## config.mk

```make
export PLATFORM = sky130hd
export DESIGN_NAME = if_fetch_stage_flat
export DESIGN_NICKNAME = d
export VERILOG_FILES = /design/src/rtl/if_fetch_stage_if.sv /design/src/rtl/if_fetch_stage.sv /design/src/flat_wrapper.sv
export SDC_FILE = /design/constraint.sdc
export NUM_CORES = 1
export LEC_CHECK = 0
export ABC_AREA = 1
export BUFFER_PORTS_ARGS = -buffer_cell sky130_fd_sc_hd__buf_2
export CAP_MARGIN = 20
export CORE_ASPECT_RATIO = 2
export CORE_MARGIN = 2
export CORE_UTILIZATION = 56
export CTS_CLUSTER_SIZE = 24
export DETAILED_ROUTE_END_ITERATION = 8
export PLACE_DENSITY = 0.85
export REMOVE_ABC_BUFFERS = 1
export SLEW_MARGIN = 25
export SYNTH_ARGS = -nofsm -noshare
export SYNTH_HDL_FRONTEND = slang
export SYNTH_SLANG_ARGS = --single-unit
export TNS_END_PERCENT = 50
```

## constraint.sdc

```tcl
create_clock -name clk -period 12.2 [get_ports clk]
set_input_delay 2.44 -clock clk [delete_from_list [all_inputs] [get_ports clk]]
set_output_delay 2.44 -clock clk [all_outputs]
set_load 0.05 [all_outputs]
```

## src/rtl/if_fetch_stage_if.sv

```systemverilog
// if_fetch_stage_if: bundles the instruction-memory handshake and the ID-stage
// control/IF-ID signals of the fetch stage.
//   master (fetch stage): drives imem_addr/imem_req, the IF/ID outputs, if_pc
//                         and, with IF_PERF_CNT_EN, the perf counters.
//   slave (memory + ID):  drives imem_rdata/MIO_ready and the ID control inputs.
// Optional feature macro: IF_PERF_CNT_EN (adds perf_fetch_cnt/perf_bubble_cnt).
interface if_fetch_stage_if;
   logic [31:0] imem_addr;
   logic        imem_req;
   logic [31:0] imem_rdata;
   logic        MIO_ready;
   logic        shouldStall;
   logic        shouldJumpOrBranch;
   logic        jump;
   logic        jumpRs;
   logic [31:0] rsData;
   logic [31:0] id_instruction;
   logic [31:0] id_pcPlus4;
   logic        id_valid;
   logic [31:0] if_pc;
`ifdef IF_PERF_CNT_EN
   logic [31:0] perf_fetch_cnt;
   logic [31:0] perf_bubble_cnt;

   modport master (
      output imem_addr, imem_req, id_instruction, id_pcPlus4, id_valid, if_pc,
             perf_fetch_cnt, perf_bubble_cnt,
      input  imem_rdata, MIO_ready, shouldStall, shouldJumpOrBranch, jump,
             jumpRs, rsData
   );
   modport slave (
      input  imem_addr, imem_req, id_instruction, id_pcPlus4, id_valid, if_pc,
             perf_fetch_cnt, perf_bubble_cnt,
      output imem_rdata, MIO_ready, shouldStall, shouldJumpOrBranch, jump,
             jumpRs, rsData
   );
`else
   modport master (
      output imem_addr, imem_req, id_instruction, id_pcPlus4, id_valid, if_pc,
      input  imem_rdata, MIO_ready, shouldStall, shouldJumpOrBranch, jump,
             jumpRs, rsData
   );
   modport slave (
      input  imem_addr, imem_req, id_instruction, id_pcPlus4, id_valid, if_pc,
      output imem_rdata, MIO_ready, shouldStall, shouldJumpOrBranch, jump,
             jumpRs, rsData
   );
`endif
endinterface

```

## src/rtl/if_fetch_stage.sv

```systemverilog
// if_fetch_stage: MIPS instruction-fetch stage with the IF/ID pipeline register.
// Holds the PC, fetches through a ready handshake, parks a fetched word in a
// hold buffer while ID stalls, and redirects/bubbles on taken jumps/branches.
// Ports:
//   clk  - clock, rising edge
//   rst  - asynchronous active-high reset
//   bus  - if_fetch_stage_if.master (imem handshake, ID control, IF/ID outputs)
// Optional feature macro: IF_PERF_CNT_EN adds fetch/bubble performance counters.
module if_fetch_stage #(
   parameter logic [31:0] RESET_PC = 32'h0000_0000
) (
   input  logic              clk,
   input  logic              rst,
   if_fetch_stage_if.master  bus
);
   localparam int unsigned XLEN = 32;

   typedef enum logic {
      S_FETCH = 1'b0,
      S_HELD  = 1'b1
   } state_e;

   state_e            state_q, state_d;
   logic [XLEN-1:0]   pc_q, pc_d;
   logic [XLEN-1:0]   hold_q, hold_d;
   logic [XLEN-1:0]   id_instr_q, id_instr_d;
   logic [XLEN-1:0]   id_pc4_q, id_pc4_d;
   logic              id_valid_q, id_valid_d;

   logic [XLEN-1:0]   pc_plus4;
   logic [XLEN-1:0]   br_off;
   logic [XLEN-1:0]   target;
   logic              redirect;
   logic              load_word;
   logic              load_bubble;
   logic [XLEN-1:0]   load_data;

   assign pc_plus4 = XLEN'(pc_q + XLEN'(4));
   assign br_off   = {{14{id_instr_q[15]}}, id_instr_q[15:0], 2'b00};
   // A bubble in IF/ID can never redirect, whatever the decoder drives.
   assign redirect = bus.shouldJumpOrBranch & id_valid_q;

   // Redirect target, priority jr > j > branch
   always_comb begin
      target = XLEN'(id_pc4_q + br_off);
      if (bus.jumpRs) begin
         target = bus.rsData;
      end else if (bus.jump) begin
         target = {id_pc4_q[31:28], id_instr_q[25:0], 2'b00};
      end
   end

   // Next state, PC, hold buffer and the IF/ID load decision
   always_comb begin
      state_d     = state_q;
      pc_d        = pc_q;
      hold_d      = hold_q;
      load_word   = 1'b0;
      load_bubble = 1'b0;
      load_data   = bus.imem_rdata;
      case (state_q)
         S_FETCH: begin
            if (redirect) begin
               pc_d        = target;
               load_bubble = 1'b1;
            end else if (bus.MIO_ready && !bus.shouldStall) begin
               load_word = 1'b1;
               pc_d      = pc_plus4;
            end else if (bus.MIO_ready) begin
               hold_d  = bus.imem_rdata;
               state_d = S_HELD;
            end else if (!bus.shouldStall) begin
               load_bubble = 1'b1;
            end
         end
         S_HELD: begin
            if (redirect) begin
               pc_d        = target;
               load_bubble = 1'b1;
               state_d     = S_FETCH;
            end else if (!bus.shouldStall) begin
               load_word = 1'b1;
               load_data = hold_q;
               pc_d      = pc_plus4;
               state_d   = S_FETCH;
            end
         end
         default: state_d = S_FETCH;
      endcase
   end

   // IF/ID register update; a bubble keeps id_pcPlus4
   always_comb begin
      id_instr_d = id_instr_q;
      id_pc4_d   = id_pc4_q;
      id_valid_d = id_valid_q;
      if (load_word) begin
         id_instr_d = load_data;
         id_pc4_d   = pc_plus4;
         id_valid_d = 1'b1;
      end else if (load_bubble) begin
         id_instr_d = '0;
         id_valid_d = 1'b0;
      end
   end

   always_ff @(posedge clk or posedge rst) begin
      if (rst) begin
         state_q    <= S_FETCH;
         pc_q       <= RESET_PC;
         hold_q     <= '0;
         id_instr_q <= '0;
         id_pc4_q   <= '0;
         id_valid_q <= 1'b0;
      end else begin
         state_q    <= state_d;
         pc_q       <= pc_d;
         hold_q     <= hold_d;
         id_instr_q <= id_instr_d;
         id_pc4_q   <= id_pc4_d;
         id_valid_q <= id_valid_d;
      end
   end

   assign bus.imem_addr      = pc_q;
   assign bus.imem_req       = (state_q == S_FETCH);
   assign bus.id_instruction = id_instr_q;
   assign bus.id_pcPlus4     = id_pc4_q;
   assign bus.id_valid       = id_valid_q;
   assign bus.if_pc          = pc_q;

`ifdef IF_PERF_CNT_EN
   logic [XLEN-1:0] perf_fetch_q, perf_fetch_d;
   logic [XLEN-1:0] perf_bubble_q, perf_bubble_d;

   // Counters wrap silently
   always_comb begin
      perf_fetch_d  = perf_fetch_q;
      perf_bubble_d = perf_bubble_q;
      if (load_word) begin
         perf_fetch_d = XLEN'(perf_fetch_q + XLEN'(1));
      end
      if (load_bubble) begin
         perf_bubble_d = XLEN'(perf_bubble_q + XLEN'(1));
      end
   end

   always_ff @(posedge clk or posedge rst) begin
      if (rst) begin
         perf_fetch_q  <= '0;
         perf_bubble_q <= '0;
      end else begin
         perf_fetch_q  <= perf_fetch_d;
         perf_bubble_q <= perf_bubble_d;
      end
   end

   assign bus.perf_fetch_cnt  = perf_fetch_q;
   assign bus.perf_bubble_cnt = perf_bubble_q;
`endif
endmodule

```

## src/flat_wrapper.sv

```systemverilog
// flat-port wrapper written by rule: the top's interface ports become plain ports
module if_fetch_stage_flat 
#(
   parameter logic [31:0] RESET_PC = 32'h0000_0000
)
  (clk, rst, bus_imem_addr, bus_imem_req, bus_id_instruction, bus_id_pcPlus4, bus_id_valid, bus_if_pc, bus_imem_rdata, bus_MIO_ready, bus_shouldStall, bus_shouldJumpOrBranch, bus_jump, bus_jumpRs, bus_rsData);
  if_fetch_stage_if bus_i ();
  input  logic clk;
  input  logic rst;
  output wire logic [$bits(bus_i.imem_addr)-1:0] bus_imem_addr;
  output wire logic [$bits(bus_i.imem_req)-1:0] bus_imem_req;
  output wire logic [$bits(bus_i.id_instruction)-1:0] bus_id_instruction;
  output wire logic [$bits(bus_i.id_pcPlus4)-1:0] bus_id_pcPlus4;
  output wire logic [$bits(bus_i.id_valid)-1:0] bus_id_valid;
  output wire logic [$bits(bus_i.if_pc)-1:0] bus_if_pc;
  input wire logic [$bits(bus_i.imem_rdata)-1:0] bus_imem_rdata;
  input wire logic [$bits(bus_i.MIO_ready)-1:0] bus_MIO_ready;
  input wire logic [$bits(bus_i.shouldStall)-1:0] bus_shouldStall;
  input wire logic [$bits(bus_i.shouldJumpOrBranch)-1:0] bus_shouldJumpOrBranch;
  input wire logic [$bits(bus_i.jump)-1:0] bus_jump;
  input wire logic [$bits(bus_i.jumpRs)-1:0] bus_jumpRs;
  input wire logic [$bits(bus_i.rsData)-1:0] bus_rsData;
  assign bus_imem_addr = bus_i.imem_addr;
  assign bus_imem_req = bus_i.imem_req;
  assign bus_id_instruction = bus_i.id_instruction;
  assign bus_id_pcPlus4 = bus_i.id_pcPlus4;
  assign bus_id_valid = bus_i.id_valid;
  assign bus_if_pc = bus_i.if_pc;
  assign bus_i.imem_rdata = bus_imem_rdata;
  assign bus_i.MIO_ready = bus_MIO_ready;
  assign bus_i.shouldStall = bus_shouldStall;
  assign bus_i.shouldJumpOrBranch = bus_shouldJumpOrBranch;
  assign bus_i.jump = bus_jump;
  assign bus_i.jumpRs = bus_jumpRs;
  assign bus_i.rsData = bus_rsData;
  if_fetch_stage #(.RESET_PC(RESET_PC)) u_core (.clk(clk), .rst(rst), .bus(bus_i));
endmodule
```

* Word-level counts from Yosys, hierarchy flattened
Index checks and enable logic that the tools add are counted.
** Word-level totals
- Flip-flop bits (word level) :: 130
- Input port bits :: 71
- Output and inout port bits :: 130
- Word-level logic and storage cells :: 49
** Cells by class
- Add/subtract/negate cells :: 2
- Equal/unequal tests :: 2
- Multiplexer cells :: 30
- Bitwise logic cells :: 4
- Reduce and logical (&&, ||, !) cells :: 5
** Operators by type and width (count)
- $mux W32 :: 11
- $pmux W32 S2 :: 1
- $add A32 B3 Y32 const B :: 1
- $add A32 B32 Y32 :: 1
- $mux W1 :: 15
- $pmux W1 S2 :: 3
- $reduce_and A4 Y1 :: 1
- $ne A3 B1 Y1 const B :: 1
- $ne A3 B3 Y1 const B :: 1
- $not A1 Y1 :: 3
- $reduce_and A2 Y1 :: 1
- $reduce_bool A2 Y1 :: 1
- $and A1 B1 Y1 :: 1
- $logic_and A1 B1 Y1 :: 1
- $logic_not A1 Y1 :: 1

* Depth between registers and ports, before layout
Gate-level depths: netlist (run 1).
- Depth in word-level cells :: 7
- Gate-level depth with buffers :: 16
- Mapped depth without buffers :: 16

* Worst setup path before layout (run 1)
OpenSTA, ideal clock, no wires.
- Kind :: input to register
- From :: input port bus_shouldJumpOrBranch
- To :: register u_core.id_instr_q[28] (netlist: u_core.bus.id_instruction[28])
- Setup time :: 0.120 ns
- Data arrival time :: 3.519 ns
- Required time :: 12.080 ns
- Slack :: 8.560 ns
- Stages on the path :: 6
- Path buffers :: 1
- Cells stage by stage :: nand2_1 -> inv_2 -> nor3_4 -> clkbuf_1 -> a21oi_1 -> a31o_2
** On the way
- Longest elaborated chain between the ends :: 4
- Elaborated cells on any way between the ends :: 11
- Classes of those cells :: mux: 9; bitwise: 1; reduce/logical: 1
** Ends and longest elaborated chain
- from (decl) :: line flat_wrapper.sv:19 : input wire logic [$bits(bus_i.shouldJumpOrBranch)-1:0] bus_shouldJumpOrBranch;
- $and A1 B1 Y1 * :: line if_fetch_stage.sv:41 : assign redirect = bus.shouldJumpOrBranch & id_valid_q;
- $mux W1, or another cell as far along :: line if_fetch_stage.sv:77 : if (redirect) begin
- $pmux W1 S2 / $mux W32 (equally long branches) :: line if_fetch_stage.sv:61 : case (state_q)
- $mux W32 / $reduce_bool A2 Y1 (equally long branches)
- to (signal assigned) :: line if_fetch_stage.sv:119 : id_instr_q <= id_instr_d;
- to (decl) :: line if_fetch_stage.sv:26 : logic [XLEN-1:0] id_instr_q, id_instr_d;
Mark *: on every way between the ends. The rest lies on a longest branch, timed or not.
A chain may end at the register's enable or synchronous reset.

* Worst setup path in the final report (run 1)
- From :: input port bus_shouldJumpOrBranch
- To :: register u_core.pc_q[6] (netlist: u_core.bus.if_pc[6])
** On the way
- Longest elaborated chain between the ends :: 3
- Elaborated cells on any way between the ends :: 7
- Classes of those cells :: eq/ne: 2; mux: 3; bitwise: 1; reduce/logical: 1
** Ends and longest elaborated chain
- $and A1 B1 Y1 * :: line if_fetch_stage.sv:41
- $mux W32, or another cell as far along :: line if_fetch_stage.sv:77
- $pmux W32 S2 / $reduce_and A2 Y1 (equally long branches)
- to (signal assigned) :: line if_fetch_stage.sv:117 : pc_q <= pc_d;
- to (decl) :: line if_fetch_stage.sv:24 : logic [XLEN-1:0] pc_q, pc_d;
Marked as above.

==> out/metrics.csv, run 1 <==
metric;value;unit
clk_pin_slew;50;ps
dp.final_hpwl;24300;um
p_leak;5.92;nW
crit_path_end_kind;flop;
finalSetupTns;0;ps
wl_per_cell;18.5;um
min_path_type;reg -> reg;
power;2.43;mW
drt-pass1-iter-count;7;
slew_headroom;36.4;%
final_cell_area;0.0108;sq mm
finalWirelength;32300;um
antenna_cells;0;
grtUsageTotal;37.6;%
ant_nets;0;
required;12490;ps
ys_ff_latch;130;
fmax;178;MHz
cts-root-buf;clkbuf_16;
tightest_slew;951;ps
gp_congestion;1.01;
clockBufferDepth;2;
clk_latency;430;ps
synth_edf_count;0;
io_pins;201;
drc;0;
path_class;in -> reg;
peakVddDrop;189;uV
synth_common_cells;nand2_1 (398), inv_1 (172), nor2_1 (143);
whs;494;ps
layout-drive-gt1-share;18.8;%
ys.flop_type;dfrtp_1;
dpl_cell_area;0.0102;sq mm
arrival;5920;ps
grt_start_max_net_pins;83;
cts.repair.resized;0;
cts_tree;done;
start_util;57.5;%
crit_path_start_kind;input pin;
gr-total-overflow;0;
yosysWarnings;0;
period_minus_slack;5630;ps
fp.dieH;187;um
viasPerCell;5.71;
p_per_area;225;mW/mm^2
path_max_fanout;82;
numPortBuffers;200;
rsz0062_at_grt;no;
postCtsHoldBufs;0;
netlist_area;0.00935;sq mm
seq_area_frac_synth;34.8;%
maxCapViolations;0;
syn_inst;1391;
grt_pass1_wl;50700;um
antenna_found_initial;0;
cts_buffers;17;
drtIter0Drc;635;
htree_num_levels;4;
finalClockSkew;9.18;ps
synth.most_common_cell;nand2_1;
area_growth;15.6;%
async_reset_ff_share;100;%
fin_crit_sh;46.2;%
ys_top_cells_by_area;dfrtp_1 (35%), nand2_1 (16%), a21oi_1 (7.1%), inv_1 (6.9%), nor2_1 (5.7%);
finalHoldViolations;0;
die_w;95.4;um
status;finished, final reports clean;
grt_pass1_vias;9851;
fin_nets;1634;
synth_area_leader_cell;dfrtp_1;
synthDistinctLibCells;46;
avgSynthCellArea;6.72;sq um
finalSetupViolCount;0;
core-area;0.0163;sq mm
slew_viol_final;0;
synth_top_area_share;34.8;%
cts_sinks;130;
dieArea;0.0178;sq mm
postCtsSetupBuffers;0;
fp-row-count;66;
vias;9985;
rrSetupSlack;8260;ps
[power breakdown]
group / total [mW] / switching (mW) / internal (mW)
clock: 0.526 / 0.196 / 0.330
sequential: 0.673 / 0.134 / 0.539
combinational: 1.23 / 0.928 / 0.306
total: 2.43 / 1.26 / 1.18
[logic make-up (layout without fill, tap and decap cells)]
family                     after synthesis  after routing  share of synthesized area (%)
and+or+nand+nor                        675            675                           30.4
buffers and inverters                  268            421                           12.3
AOI/OAI and AO/OA                      261            261                           15.9
DFF                                    130            130                           34.8
adders and majority gates               31             31                           4.23
xor gates and xnor gates                25             25                           2.34
muxes                                    1              1                          0.120
[critical path, stage by stage]
cell	delay, ps
buf_2	100
nand2_2	50
buf_4	680
inv_2	390
nor2_1	830
clkinv_1	950
o211ai_1	330
o21ai_0	110
[state kept, by name (all words and copies together), names as in the netlist]
register / flops
u_core.state_q: 1
u_core.bus.id_valid: 1
u_core.bus.id_instruction: 32
u_core.bus.id_pcPlus4: 32
u_core.hold_q: 32
u_core.bus.if_pc: 32
[routing by layer]
metal	vias to the layer above	part of all wire (%)	global-route usage, %	wire (um)
li1	4743	-	-	-
met1	4618	34	40.9	10900
met2	473	51	63.9	16400
met3	151	6.4	5.45	2080
met4	0	8.7	28.0	2820
met5	-	0	0	0
[path summary, 6_finish.rpt]
path | from | to | depth (start not counted)
worst min-delay path | u_core.bus.id_pcPlus4[1] | u_core.bus.id_pcPlus4[1] | 2
worst min register to register | u_core.bus.id_pcPlus4[1] | u_core.bus.id_pcPlus4[1] | 2
max in group asynchronous | rst | u_core.hold_q[27] | 3
worst max-delay path | bus_shouldJumpOrBranch | u_core.bus.if_pc[6] | 8
min in group asynchronous | rst | u_core.hold_q[25] | 2
worst max register to register | u_core.bus.id_valid | u_core.bus.if_pc[6] | 7
[final cells by class]
type	count	area, sq um
repair buffers	209	1070
well taps	204	255
flip-flops and latches	130	3250
inverters	181	682
clock buffers	22	464
multi-input cells	993	4950
fillers	1506	5460
clock inverters	9	131
[cells in the final DEF, fill, tap and decap left out, drive strengths merged]
cell / Yosys / final
a21boi: 1 / 1
a21o: 7 / 7
a21oi: 133 / 133
a22oi: 3 / 3
a31o: 30 / 30
a31oi: 1 / 1
and2: 3 / 3
and3: 2 / 2
buf: 43 / 209
bufinv: 0 / 3
clkbuf: 44 / 22
clkinv: 1 / 4
clkinvlp: 0 / 3
dfrtp: 130 / 130
fa: 1 / 1
ha: 30 / 30
inv: 180 / 180
mux2: 1 / 1
nand2: 402 / 402
nand3: 72 / 72
nand3b: 4 / 4
nand4: 20 / 20
nor2: 149 / 149
nor3: 14 / 14
nor4: 6 / 6
o211ai: 7 / 7
o21a: 2 / 2
o21ai: 74 / 74
o21bai: 1 / 1
o221ai: 2 / 2
or2: 1 / 1
or3: 2 / 2
xnor2: 12 / 12
xor2: 13 / 13
[per-stage QoR]
step | std cells | setup WS [ps] | utilization (%)
floorplan | 1304 | 5840 | -
global route | 1748 | 6280 | 66.4
detailed placement | 1717 | 6080 | 62.8
CTS | 1748 | 6560 | 66.4
global placement | 1716 | 6250 | 62.7
finish | 1748 | 6570 | 66.4
Power figures use the tool's default switching activity.
==> run 2, diff against run 1 <==
--- a/config.mk
+++ b/config.mk
@@ -5,15 +5,15 @@
 export SDC_FILE = /design/constraint.sdc
 export NUM_CORES = 1
 export LEC_CHECK = 0
-export ABC_AREA = 1
+export ABC_AREA = 0
 export BUFFER_PORTS_ARGS = -buffer_cell sky130_fd_sc_hd__buf_2
 export CAP_MARGIN = 20
 export CORE_ASPECT_RATIO = 2
 export CORE_MARGIN = 2
-export CORE_UTILIZATION = 56
+export CORE_UTILIZATION = 49
 export CTS_CLUSTER_SIZE = 24
 export DETAILED_ROUTE_END_ITERATION = 8
-export PLACE_DENSITY = 0.85
+export PLACE_DENSITY = 0.8
 export REMOVE_ABC_BUFFERS = 1
 export SLEW_MARGIN = 25
 export SYNTH_ARGS = -nofsm -noshare
==> constraint.sdc (replaced) <==
create_clock -name clk -period 4.62 [get_ports clk]
set_input_delay 0.924 -clock clk [delete_from_list [all_inputs] [get_ports clk]]
set_output_delay 0.924 -clock clk [all_outputs]
set_load 0.05 [all_outputs]
==> out/metrics.csv, run 2 <==
metric;value;unit;change
grt_pass1_wl;39700;um;-22%
final_common_cell;buf_2;;
crit_path_start_kind;flop;;
synth_area_leader_cell;dfrtp_1;;
ys_top_cells_by_area;dfrtp_1 (39%), nand2_1 (6.5%), o21ai_0 (6.2%), xnor2_1 (5.1%), mux2_2 (4.8%);;
use_met2;46.4;%;-18 points
synthDistinctLibCells;70;;+52%
fin_nets;1169;;-28%
synth_top_area_share;39.4;%;+4.6 points
async_reset_ff_share;100;%;unchanged
fin_cells;1287;;-26%
crit_path_end_kind;flop;;
ys_ff_latch;130;;unchanged
final_cell_mix;buf_2 (200), nand2_1 (141), dfrtp_1 (130);;
die_w;95.8;um;+0.48%
period_minus_slack;3300;ps;
fp-row-count;67;;+1.5%
cts_buffers;17;;unchanged
postCtsHoldBufs;0;;unchanged
dpl_cell_area;0.00911;sq mm;-11%
filler_cell_count;1478;;-1.9%
wl_per_cell;19.5;um;+5.8%
netlist_area;0.00826;sq mm;-12%
use_met3;6.03;%;+0.58 points
cts-root-buf;clkbuf_16;;
p_per_area;660;mW/mm^2;+190%
antenna_found_initial;0;;unchanged
busiest_layer;met2;;
htree_num_levels;4;;unchanged
drt-pass1-iter-count;7;;unchanged
clockBufferDepth;2;;unchanged
cts_sinks;130;;unchanged
layout-drive-gt1-share;27.5;%;+8.7 points
dpl_worst_slack;1250;ps;-4830 ps
seq_area_frac_synth;39.4;%;+4.6 points
drc;0;;unchanged
syn_inst;932;;-33%
cts_tree;done;;
area_growth;17.9;%;
grt_start_max_net_pins;110;;+33%
min_path_type;reg -> reg;;
slew_viol_final;0;;unchanged
synth_edf_count;0;;unchanged
whs;483;ps;-11.1 ps
p_leak;4.49;nW;-24%
numPortBuffers;200;;unchanged
io_pins;201;;unchanged
core-area;0.0166;sq mm;+2.0%
finalHoldViolations;0;;unchanged
grtUsageMet1;37.7;%;-3.2 points
fmax;303;MHz;
postCtsSetupBuffers;0;;unchanged
gr-total-overflow;0;;unchanged
vias;7568;;-24%
peakVddDrop;603;uV;+220%
arrival;3600;ps;-2320 ps
gp_congestion;0.889;;-12%
fp.dieH;188;um;+0.49%
tightest_slew;980;ps;+29.1 ps
setup_slack;1320;ps;-5250 ps
grt_pass1_vias;7438;;-24%
finalSetupTns;0;ps;unchanged
status;finished, final reports clean;;
finalClockSkew;11.6;ps;+2.40 ps
grtUsageTotal;28.6;%;-9.0 points
ys.flop_type;dfrtp_1;;
synth.most_common_cell;nand2_1;;
finalSetupViolCount;0;;unchanged
antenna_cells;0;;unchanged
avgSynthCellArea;8.86;sq um;+32%
path_class;reg -> reg;;
fin_crit_sh;71.4;%;
ant_nets;0;;unchanged
slew_headroom;34.4;%;-1.9 points
clk_pin_slew;60;ps;about the same
drtIter0Drc;451;;-29%
rsz0062_at_grt;no;;
finalWirelength;25200;um;-22%
synth_common_cells;nand2_1 (143), dfrtp_1 (130), o21ai_0 (102);;
cts.repair.resized;0;;unchanged
path_max_fanout;4;;-95%
dp.final_hpwl;17800;um;-26%
yosysWarnings;0;;unchanged
viasPerCell;5.88;;+2.9%
dpl.cell_count;1255;;-27%
required;4920;ps;-7570 ps
start_util;49.8;%;-7.7 points
dieArea;0.0180;sq mm;+0.98%
clk_latency;430;ps;about the same
maxCapViolations;0;;unchanged
final_cell_area;0.00974;sq mm;-9.9%
==> run 2: worst paths after layout <==
path | startpoint | end | slack (ps) | depth (start not counted)
worst max-delay path | u_core.bus.id_instruction[0] | u_core.bus.if_pc[20] | 1320 | 11
worst min-delay path | u_core.bus.id_instruction[30] | u_core.bus.id_instruction[30] | 480 | 2
worst max register to register | u_core.bus.id_instruction[0] | u_core.bus.if_pc[20] | 1320 | 11
worst min register to register | u_core.bus.id_instruction[30] | u_core.bus.id_instruction[30] | 480 | 2
max in group asynchronous | rst | u_core.bus.id_pcPlus4[13] | 3190 | 3
min in group asynchronous | rst | u_core.bus.id_instruction[21] | 640 | 2
==> run 2: layout make-up <==
| class | instances | area, sq um | share of cell area (%) |
|---|---|---|---|
| Clock buffer | 20 | 437 | 4.48 |
| Clock inverter | 12 | 183 | 1.88 |
| Inverter | 11 | 48.8 | 0.501 |
| Multi-Input combinational cell | 697 | 4480 | 46.0 |
| Sequential cell | 130 | 3250 | 33.4 |
| Tap cell | 207 | 259 | 2.66 |
| Timing Repair Buffer | 210 | 1080 | 11.0 |
==> run 2: kinds of logic (layout without fill, tap and decap cells) <==
logic type | count (synthesis) | count (layout) | synth area share [%]
mux | 44 | 44 | 5.86
xor+xnor | 81 | 81 | 8.59
simple gates | 285 | 285 | 16.2
buf+inv | 105 | 253 | 6.57
fa+ha+maj | 31 | 31 | 4.79
compound gates | 256 | 256 | 18.6
flops | 130 | 130 | 39.4
==> run 2: per-stage QoR <==
stage / util [%] / power (mW)
2_1_floorplan: - / 4.15
3_3_place_gp: 54.9 / 4.91
3_5_place_dp: 54.9 / 4.97
4_1_cts: 58.6 / 6.43
5_1_grt: 58.7 / 6.75
6_report: 58.7 / 6.43
==> run 2: power breakdown <==
| part | switching, mW | internal, mW | total, mW | leakage [nW] |
|---|---|---|---|---|
| clock network | 0.534 | 0.906 | 1.44 | 0.291 |
| logic | 2.23 | 0.896 | 3.13 | 2.60 |
| registers | 0.411 | 1.45 | 1.86 | 1.60 |
==> run 2: worst max-delay path, cell delays in order, from the launching register on <==
cell,delay (ps)
dfrtp_1,410
ha_1,230
fa_1,440
a21o_1,220
a21oi_1,430
o21ai_2,130
a21oi_1,160
o21bai_1,130
o21ai_1,400
xor2_1,260
o21ai_0,110
o31a_1,250
==> run 2: per-layer routing <==
layer / vias up / routed length, um
met5: - / 0
li1: 3538 / -
met2: 378 / 12300
met4: 0 / 680
met3: 45 / 1890
met1: 3607 / 10200
